[src/rtl/dmux8_scheduler.sv]
// dmux8_scheduler: round-robin 1-to-8 demux delivering one held word per transaction,
// with per-channel acknowledge timeout, sticky error flags and a delivery counter.
module dmux8_scheduler #(
    parameter int DATA_W  = 1,
    parameter int TIMEOUT = 15
) (
    input  logic              clk,
    input  logic              rst,
    input  logic              in_valid,
    input  logic [DATA_W-1:0] in_data,
    output logic              in_ready,
    input  logic [7:0]        en_mask,
    input  logic [7:0]        out_ack,
    output logic [7:0]        out_valid,
    output logic [DATA_W-1:0] out_data,
    output logic [2:0]        sel,
    output logic [7:0]        err,
    input  logic              err_clr,
    output logic [7:0]        xfer_cnt
);
    typedef enum logic {IDLE, SEND} state_t;
    state_t     state;
    logic [2:0] ptr;
    logic [2:0] pick;
    logic [7:0] wait_cnt;
    logic       accept;
    logic       ack;
    logic       tmo;
    // descending scan so the lowest offset from ptr wins
    always_comb begin
        pick = ptr;
        for (int i = 7; i >= 0; i--)
            if (en_mask[ptr + 3'(i)]) pick = ptr + 3'(i);
    end
    assign in_ready = !rst && state == IDLE && |en_mask;
    assign accept   = in_valid && in_ready;
    assign ack      = state == SEND && out_ack[sel];
    assign tmo      = state == SEND && !out_ack[sel] && wait_cnt == 8'(TIMEOUT - 1);
    always_ff @(posedge clk or posedge rst) begin
        if (rst) begin
            state     <= IDLE;
            ptr       <= '0;
            sel       <= '0;
            out_valid <= '0;
            out_data  <= '0;
            err       <= '0;
            xfer_cnt  <= '0;
            wait_cnt  <= '0;
        end else begin
            err <= (err_clr ? 8'd0 : err) | (tmo ? 8'd1 << sel : 8'd0);
            if (state == IDLE) begin
                if (accept) begin
                    state     <= SEND;
                    out_data  <= in_data;
                    sel       <= pick;
                    out_valid <= 8'd1 << pick;
                    wait_cnt  <= '0;
                end
            end else if (ack || tmo) begin
                state     <= IDLE;
                out_valid <= '0;
                ptr       <= sel + 3'd1;
                xfer_cnt  <= ack ? xfer_cnt + 8'd1 : xfer_cnt;
            end else begin
                wait_cnt <= wait_cnt + 8'd1;
            end
        end
    end
endmodule

[config.mk]
export PLATFORM = sky130hd
export DESIGN_NAME = dmux8_scheduler
export DESIGN_NICKNAME = d
export VERILOG_FILES = /design/src/rtl/dmux8_scheduler.sv
export SDC_FILE = /design/constraint.sdc
export NUM_CORES = 1
export LEC_CHECK = 0
export ABC_CLOCK_PERIOD_IN_PS = 3100
export CORE_ASPECT_RATIO = 0.6
export CORE_UTILIZATION = 30
export DETAILED_ROUTE_END_ITERATION = 10
export GPL_TIMING_DRIVEN = 0
export SKIP_LAST_GASP = 1
export SYNTH_ARGS = -nofsm -noshare
export SYNTH_HDL_FRONTEND = slang
export SYNTH_SLANG_ARGS = --single-unit
[constraint.sdc]
create_clock -name clk -period 3.1 [get_ports clk]
set_input_delay 0.62 -clock clk [delete_from_list [all_inputs] [get_ports clk]]
set_output_delay 0.62 -clock clk [all_outputs]
set_load 0.02 [all_outputs]
==> reports/results.ini, run 1 <==
[sta]
timing.setup.tns_ns=0
period_needed_ns=2.98
setup_viol_count_final=0
max_freq_ghz=0.336
hold_viol_final=0
post-route-period-util_pct=96.1
max_slew_margin_pct=39.7
finClkSkew_ns=0.00973
maxSlewViolCount=0
worst_pin_slew_ns=0.897
worst_slack_ns=0.120

[final_layout]
post_route_cells_drive_above_1_share_pct=20.9
fin_area_um2=3890
antenna_cells=0
layout_common_cells=42 x nand2_1, 42 x clkdlybuf4s50_1, 39 x dfrtp_1, 26 x buf_4, 19 x inv_1
utilization_pct=44.4
fin_nets=405
area_growth_pct=39.8

[worst_setup_path]
cp-end-kind=flop
cp.required_ns=3.31
critPathLaunchType=input port
cp.arrival_ns=3.19
crit_fanout=7
cp-startpoint=en_mask[7]
path_class=in2reg
r2r-start=ptr[0]

[power_and_ir_drop]
total_power_mw=4.57
peakVddDrop_uv=336
p_per_area_nw_per_um2=1180
p_leak_nw=1.71

[clocking]
htree_levels=2
clk_latency_ns=0.29
cts_hold_buf=0
cts_sinks=40
clk_root_buffer_cell=clkbuf_16
clkTransAtPathRegs_ns=0.06
tritoncts=built
cts_buffer_depth=2
cts_buffers=5

[placement]
place_ws_ns=-0.486
port_buffers=49
dp_hpwl_um=5390
gp_congestion=0.871
place_area_um2=3430

[synth]
post-synth-top-area-fraction_pct=36.0
yosys_warnings=0
synth_edf_count=0
ys_ff_latch=40
synth.distinct_cells=50
synthCells=291
netlist_area_um2=2780
synth_top_cell_by_area=dfrtp_1
ys_seq_area_share_pct=36.0
synth_area_per_cell_um2=9.56
synthTopCellsByArea=dfrtp_1 36%, mux4_2 5.7%, nand2_1 5.7%, ha_1 4.9%, mux2i_1 4.3%
async_reset_ff_share_pct=100
ys.flop_type=dfrtp_1
synthesis.nets=323

[floorplanning]
row_count=26
die_w_um=126
pin_count=50
core_um2=8750
dieHeight_um=76.6
initial_core_util_pct=31.8
die-area_um2=9670

[grt]
grt_pass1_wl_um=12700
grt_pass1_vias=2445
antenna_found_initial=0
grt_start_max_net_pins=41
grt_overflow_total=0
grt.total_usage_pct=16.3

[hold_path]
hp-class=reg2reg
min-delay-start=out_data

[run_status]
status=finished clean

[drt]
drc=0
totalWireLength_um=7690
first_iter_violations=148
drtPass1Iterations=4
vias=2544
via_per_inst=5.23
drtAntennaViolNets=0
routedWlPerCell_um=15.8

[run]
maxCapViolations=0

-- state kept, by name, summed over array words and instances, names as in the netlist --
name,cells
wait_cnt,8
state,1
out_valid,8
err,8
sel,3
xfer_cnt,8
out_data,1
ptr,3
-- synth_stat cells (5+ instances only) --
| library cell | count |
|---|---|
| nand2_1 | 42 |
| dfrtp_1 | 40 |
| inv_1 | 22 |
| o21ai_0 | 17 |
| nor2_1 | 16 |
| mux2i_1 | 12 |
| ha_1 | 11 |
| nor3_1 | 10 |
| o21ai_1 | 9 |
| xor2_1 | 9 |
| mux2_2 | 7 |
| mux4_2 | 7 |
| nand3_1 | 7 |
| nor4_1 | 7 |
| xnor2_1 | 7 |
| a21oi_1 | 6 |
| nand4_1 | 5 |
-- critical path: stages --
cell and delay (ns):
clkdlybuf4s50_1 0.54, mux4_2 0.62, mux2_2 0.35, a311oi_2 0.33
o2111ai_1 0.15, nor3b_4 0.19, or2_1 0.25, o21ai_1 0.14
-- path summary, 6_finish.rpt --
kind | cells after the start | to | slack (ns)
worst max-delay path | 8 | out_valid[1] | 0.12
worst min register to register | 2 | out_data | 0.48
worst min-delay path | 2 | out_data | 0.48
max in group asynchronous | 2 | ptr[0] | 1.63
worst max register to register | 13 | out_valid[1] | 0.17
min in group asynchronous | 2 | state | 0.90
-- stage by stage --
stage | hold slack (ns) | cells
finish | 0.478 | 486
global route | 0.505 | 486
CTS | 0.487 | 474
detailed placement | 0.479 | 453
global placement | 0.461 | 452
floorplan | 0.505 | 291
-- logic make-up (layout without fill, tap and decap cells) --
logic type / Yosys count / count (layout) / synth area share [%]
compound gates: 53 / 53 / 12.8
xor+xnor: 16 / 16 / 5.04
fa+ha+maj: 11 / 11 / 4.95
buf+inv: 31 / 114 / 4.72
flops: 40 / 40 / 36.0
mux: 30 / 30 / 16.5
simple gates: 110 / 110 / 20.0
-- layer usage --
| metal | share of wire (%) | wire (um) | vias to the layer above | GRT usage (%) |
|---|---|---|---|---|
| li1 | - | - | 1215 | - |
| met1 | 50 | 3820 | 1218 | 25.2 |
| met2 | 42 | 3230 | 104 | 22.3 |
| met3 | 7.5 | 577 | 7 | 4.78 |
| met4 | 0.79 | 61 | 0 | 2.65 |
| met5 | 0 | 0 | - | 0 |
-- repair_timing --
action | in CTS | in global routing
endpoints found under the setup margin | 11 | 12
buffers inserted | 13 | 14
pin swaps | 2 | 5
gates resized for setup | 17 | 19
-- final cells by class --
type                            count  area, um^2
Buffer                              7        58.8
Clock buffer                        5         125
Clock inverter                      3        18.8
Fill cell                         824        4860
Inverter                           22        90.1
Multi-Input combinational cell    220        1730
Sequential cell                    40        1000
Tap cell                          112         140
Timing Repair Buffer               77         724
-- where the power goes --
group | switching, mW | internal [mW]
Sequential | 0.151 | 0.660
Clock | 0.208 | 0.296
Combinational | 1.66 | 1.60
Power figures use the tool's default switching activity.
==> run 2, diff against run 1 <==
--- a/config.mk
+++ b/config.mk
@@ -5,12 +5,13 @@
 export SDC_FILE = /design/constraint.sdc
 export NUM_CORES = 1
 export LEC_CHECK = 0
-export ABC_CLOCK_PERIOD_IN_PS = 3100
 export CORE_ASPECT_RATIO = 0.6
 export CORE_UTILIZATION = 30
 export DETAILED_ROUTE_END_ITERATION = 10
 export GPL_TIMING_DRIVEN = 0
+export PLACE_DENSITY = 0.57
 export SKIP_LAST_GASP = 1
+export SLEW_MARGIN = 20
 export SYNTH_ARGS = -nofsm -noshare
 export SYNTH_HDL_FRONTEND = slang
 export SYNTH_SLANG_ARGS = --single-unit
==> run 2 against run 1 <==
Against the previous run: flip-flop and latch count unchanged; utilization down 0.24 points; non-clock buffer count down 6; critical path type unchanged; largest cell class unchanged; largest power group unchanged.
==> reports/results.ini, run 2 (synthesis gave the netlist of run 1 again) <==
[run_status]
status=finished clean

[floorplanning]
die_w_um=126
dieHeight_um=76.6
initial_core_util_pct=31.8
pin_count=50
core_um2=8750
row_count=26
die-area_um2=9670

[final_layout]
multiInputGateArea_um2=1710
layout_common_cells=43 x clkdlybuf4s50_1, 42 x nand2_1, 39 x dfrtp_1, 19 x inv_1, 19 x buf_4
layout.cells.non_filler=480
fin_nets=399
post_route_cells_drive_above_1_share_pct=19.0
antenna_cells=0
fillCellCount=817
register_area_um2=1000
layout_commonest_cell=clkdlybuf4s50_1
area_growth_pct=39.0

[sta]
max_slew_margin_pct=35.2
worst_pin_slew_ns=0.964
post-route-period-util_pct=97.6
hold_slack_ns=0.480
finClkSkew_ns=0.00681
worst_slack_ns=0.0753
hold_viol_final=0
period_needed_ns=3.02
max_freq_ghz=0.331
setup_viol_count_final=0
maxSlewViolCount=0

[placement]
port_buffers=49
place_inst=453
gp_congestion=0.882
dp_hpwl_um=5490
place_ws_ns=-0.457

[clocking]
clkTransAtPathRegs_ns=0.06
htree_levels=2
cts_buffers=5
cts_buffer_depth=2
cts_hold_buf=0
cts_sinks=40
clk_latency_ns=0.29
tritoncts=built
clk_root_buffer_cell=clkbuf_16

[grt]
grt_util_met3_pct=4.00
grt_pass1_vias=2244
top_usage_layer=met1
use_met2_pct=20.9
grt_start_max_net_pins=33
grt_overflow_total=0
grt.total_usage_pct=16.0
antenna_found_initial=0
use_met1_pct=25.5
grt_pass1_wl_um=12000

[worst_setup_path]
path_class=in2reg
slowest_stage=clkdlybuf4s50_1
cp.arrival_ns=3.23
cp.required_ns=3.31
crit_fanout=8
cp_slowest_stage_delay_ns=0.64
r2r_cells=14
critPathLaunchType=input port
path_cells=clkdlybuf4s50_1 -> mux4_2 -> or4b_1 -> nand2_1 -> o21ai_1 -> a2111oi_4 -> buf_4 -> nand2_1 -> o21ai_1
cp-end-kind=flop
r2r_slack_ns=0.09

[drt]
via_per_inst=5.12
drc=0
drtPass1Iterations=5
drtAntennaViolNets=0
routedWlPerCell_um=15.4
vias=2456
totalWireLength_um=7380
first_iter_violations=213

[power_and_ir_drop]
p_int_mw=2.48
p_switching_mw=1.90
power_frac_comb_pct=68.3
total_power_mw=4.38
peakVddDrop_uv=341
pwr-share-clk_pct=13.2
switching_share_pct=43.5
seqPwrFrac_pct=18.5
p_leak_nw=1.68
p_per_area_nw_per_um2=1130

[run]
maxCapViolations=0

[hold_path]
hp-class=reg2reg
worstHoldPathCells=1

[run 2: changes by cell type in the layout (fill, tap and decap cells not counted), moves of 2 or more]
| cell | before | now |
|---|---|---|
| nor4_2 | 0 | 2 |
| a21oi_2 | 0 | 2 |
| o21ai_1 | 8 | 10 |
| o21ai_0 | 17 | 15 |
| buf_12 | 0 | 2 |
| buf_4 | 26 | 19 |
| a21oi_1 | 6 | 4 |
| mux2i_4 | 3 | 1 |
| nor4_1 | 7 | 5 |
[run 2: layer usage]
layer  share of wire (%)  vias to the layer above
met3                 5.5                        9
met5                   0                        -
met1                  54                     1168
met4                0.81                        0
met2                  40                       74
li1                    -                     1205
[run 2: worst max-delay path: cells and delay by family]
kind	cells	cell delay, ns
and+or+nand+nor	3	0.65
muxes	1	0.40
buffers and inverters	2	0.83
AOI/OAI and AO/OA	3	0.72
[run 2: final cells by class]
cell class	instances	share of cell area [%]
clock buffer	6	3.33
sequential	40	25.9
timing repair buffer	70	17.6
clock inverter	2	0.906
multi-input combinational	220	44.2
tap	112	3.62
inverter	22	2.33
buffer	8	2.10
[run 2: worst paths after layout]
kind	from	to
max in group asynchronous	rst	out_valid[6]
max reg2reg	ptr[0]	sel[2]
min reg2reg	xfer_cnt[7]	xfer_cnt[7]
max	en_mask[4]	sel[2]
min	xfer_cnt[7]	xfer_cnt[7]
min in group asynchronous	rst	wait_cnt[6]
[run 2: power by group through the flow]
stage | Clock [mW] | Combinational, mW | Sequential, mW
2_1_floorplan | 0 | 1.73 | 0.896
3_3_place_gp | 0 | 2.47 | 0.815
3_5_place_dp | 0 | 2.46 | 0.820
4_1_cts | 0.596 | 2.67 | 0.808
5_1_grt | 0.620 | 3.22 | 0.837
6_report | 0.580 | 2.99 | 0.810
[run 2: what timing repair did]
action | in CTS | in global routing
pin swaps | 1 | 3
setup buffers | 6 | 14
gates cloned | 0 | 0
gates resized for setup | 10 | 23
endpoints found under the setup margin | 13 | 12
[run 2: stage by stage]
| stage | setup TNS [ns] | utilization, % | instance area, um^2 |
|---|---|---|---|
| floorplan | 0 | - | 2790 |
| global placement | -6.98 | 39.0 | 3420 |
| detailed placement | -5.13 | 39.3 | 3440 |
| CTS | -0.00567 | 42.2 | 3690 |
| global route | -0.0328 | 44.2 | 3870 |
| finish | 0 | 44.2 | 3870 |
==> run 3, diff against run 2 <==
--- a/config.mk
+++ b/config.mk
@@ -8,8 +8,9 @@
 export CORE_ASPECT_RATIO = 0.6
 export CORE_UTILIZATION = 30
 export DETAILED_ROUTE_END_ITERATION = 10
+export DONT_BUFFER_PORTS = 1
 export GPL_TIMING_DRIVEN = 0
-export PLACE_DENSITY = 0.57
+export PLACE_DENSITY = 0.5
 export SKIP_LAST_GASP = 1
 export SLEW_MARGIN = 20
 export SYNTH_ARGS = -nofsm -noshare
==> run 3 against run 2 <==
Against the previous run: clock power up 3%; sequential power rose by 15%; maximum frequency up 1.7%; combinational power shrank 13%; total power down 5.6%; hold slack worse by 0.37 ns; utilization fell by 6.5 points; global-route usage fell by 0.29 points; critical path depth grew 5; first-iteration DRC count fell by 42%; via count is 8.1% lower; largest power group unchanged.
==> reports/results.ini, run 3 (synthesis gave the netlist of run 1 again) <==
[floorplanning]
core_um2=8750
die-area_um2=9670
pin_count=50
initial_core_util_pct=31.8
die_w_um=126
dieHeight_um=76.6
row_count=26

[grt]
grt_pass1_wl_um=11700
grt_overflow_total=0
grt.total_usage_pct=15.7
grt_pass1_vias=2150
antenna_found_initial=0
grt_start_max_net_pins=34

[final_layout]
post_route_cells_drive_above_1_share_pct=18.8
fin_area_um2=3300
antenna_cells=0
layout_common_cells=42 x nand2_1, 39 x dfrtp_1, 19 x inv_1, 16 x nor2_1, 16 x o21ai_0
layout_commonest_cell=nand2_1
fin_nets=344
area_growth_pct=18.6

[sta]
hold_viol_final=0
period_needed_ns=2.98
setup_viol_count_final=0
post-route-period-util_pct=96.0
worst_pin_slew_ns=0.938
maxSlewViolCount=0
finClkSkew_ns=0.00894
worst_slack_ns=0.125
max_slew_margin_pct=37.0
rsz0062_at_grt=no
hold_slack_ns=0.113
max_freq_ghz=0.336
timing.setup.tns_ns=0

[power_and_ir_drop]
peakVddDrop_uv=367
p_leak_nw=1.42
p_per_area_nw_per_um2=1250
total_power_mw=4.13

[worst_setup_path]
cp.arrival_ns=3.20
crit_fanout=10
cp-end-kind=flop
critPathLaunchType=flop
path_class=reg2reg
cp.required_ns=3.32
r2r_slack_ns=0.12

[drt]
vias=2258
first_iter_violations=124
drtPass1Iterations=4
totalWireLength_um=7010
via_per_inst=5.31
drtAntennaViolNets=0
routedWlPerCell_um=16.5
drc=0

[placement]
gp_congestion=0.885
place_ws_ns=-0.508
port_buffers=0
place_area_um2=2950
dp_hpwl_um=5360

[hold_path]
hp-class=in2async

[clocking]
tritoncts=built
clkTransAtPathRegs_ns=0.06
clk_root_buffer_cell=clkbuf_16
clk_latency_ns=0.29
htree_levels=2
cts_buffers=5
cts_sinks=40
cts_hold_buf=0
cts_buffer_depth=2

[run]
maxCapViolations=0

[run_status]
status=finished clean

## run 3: changes by cell type in the layout (fill, tap and decap cells not counted), moves of 2 or more
cell,before,now
clkdlybuf4s50_1,43,0
buf_4,19,13
dlymetal6s2s_1,6,0
a21oi_1,4,6
a21oi_2,2,0
clkinv_4,0,2
mux2i_1,9,11
mux2i_2,3,1
nor4_1,5,7
nor4_2,2,0
## run 3: area by class of cell
type / count / area, um^2
plain buffers: 8 / 82.6
repair buffers: 15 / 129
clock buffers: 5 / 125
multi-input cells: 220 / 1680
well taps: 112 / 140
fillers: 870 / 5450
clock inverters: 3 / 47.5
flip-flops and latches: 40 / 1000
inverters: 22 / 90.1
## run 3: power breakdown
part	switching, mW	total (mW)	internal (mW)	leakage (nW)
clock	0.218	0.600	0.382	0.0840
sequential	0.278	0.935	0.658	0.532
combinational	1.36	2.60	1.24	0.804
total	1.85	4.13	2.28	1.42
## run 3: critical path: stages (launching register included)
cell and delay (ns):
dfrtp_2 0.38, buf_8 0.10, buf_8 0.13, clkinvlp_4 0.11, ha_4 0.31, buf_8 0.10
mux4_2 0.37, buf_6 0.16, and2_0 0.14, a221o_1 0.32, nor3_2 0.18, a2111oi_4 0.08
buf_4 0.18, or2_1 0.23, o21ai_1 0.12
## run 3: worst paths after layout
check | startpoint | end | depth (start not counted)
min in group clk | err_clr | err[4] | 1
max reg2reg | ptr[0] | out_valid[1] | 14
min | rst | wait_cnt[0] | 1
max in group asynchronous | rst | ptr[0] | 2
min reg2reg | wait_cnt[7] | wait_cnt[7] | 2
max | ptr[0] | out_valid[1] | 14
## run 3: repair_timing
| action | CTS | global route |
|---|---|---|
| endpoints found under the setup margin | 11 | 9 |
| buffers inserted | 11 | 3 |
| resized for setup | 13 | 7 |
| cloned | 0 | 0 |
| pin swaps | 3 | 3 |
## run 3: metrics by stage
step	utilization (%)	std cells
global placement	33.4	403
detailed placement	33.7	404
global route	37.7	425
CTS	37.2	422
floorplan	-	291
finish	37.7	425
## run 3: layer usage
| metal | vias to the layer above | track usage [%] | wire, um |
|---|---|---|---|
| li1 | 1097 | - | - |
| met1 | 1089 | 24.3 | 3720 |
| met2 | 65 | 19.6 | 2670 |
| met3 | 7 | 5.76 | 558 |
| met4 | 0 | 3.98 | 60 |
| met5 | - | 0 | 0 |
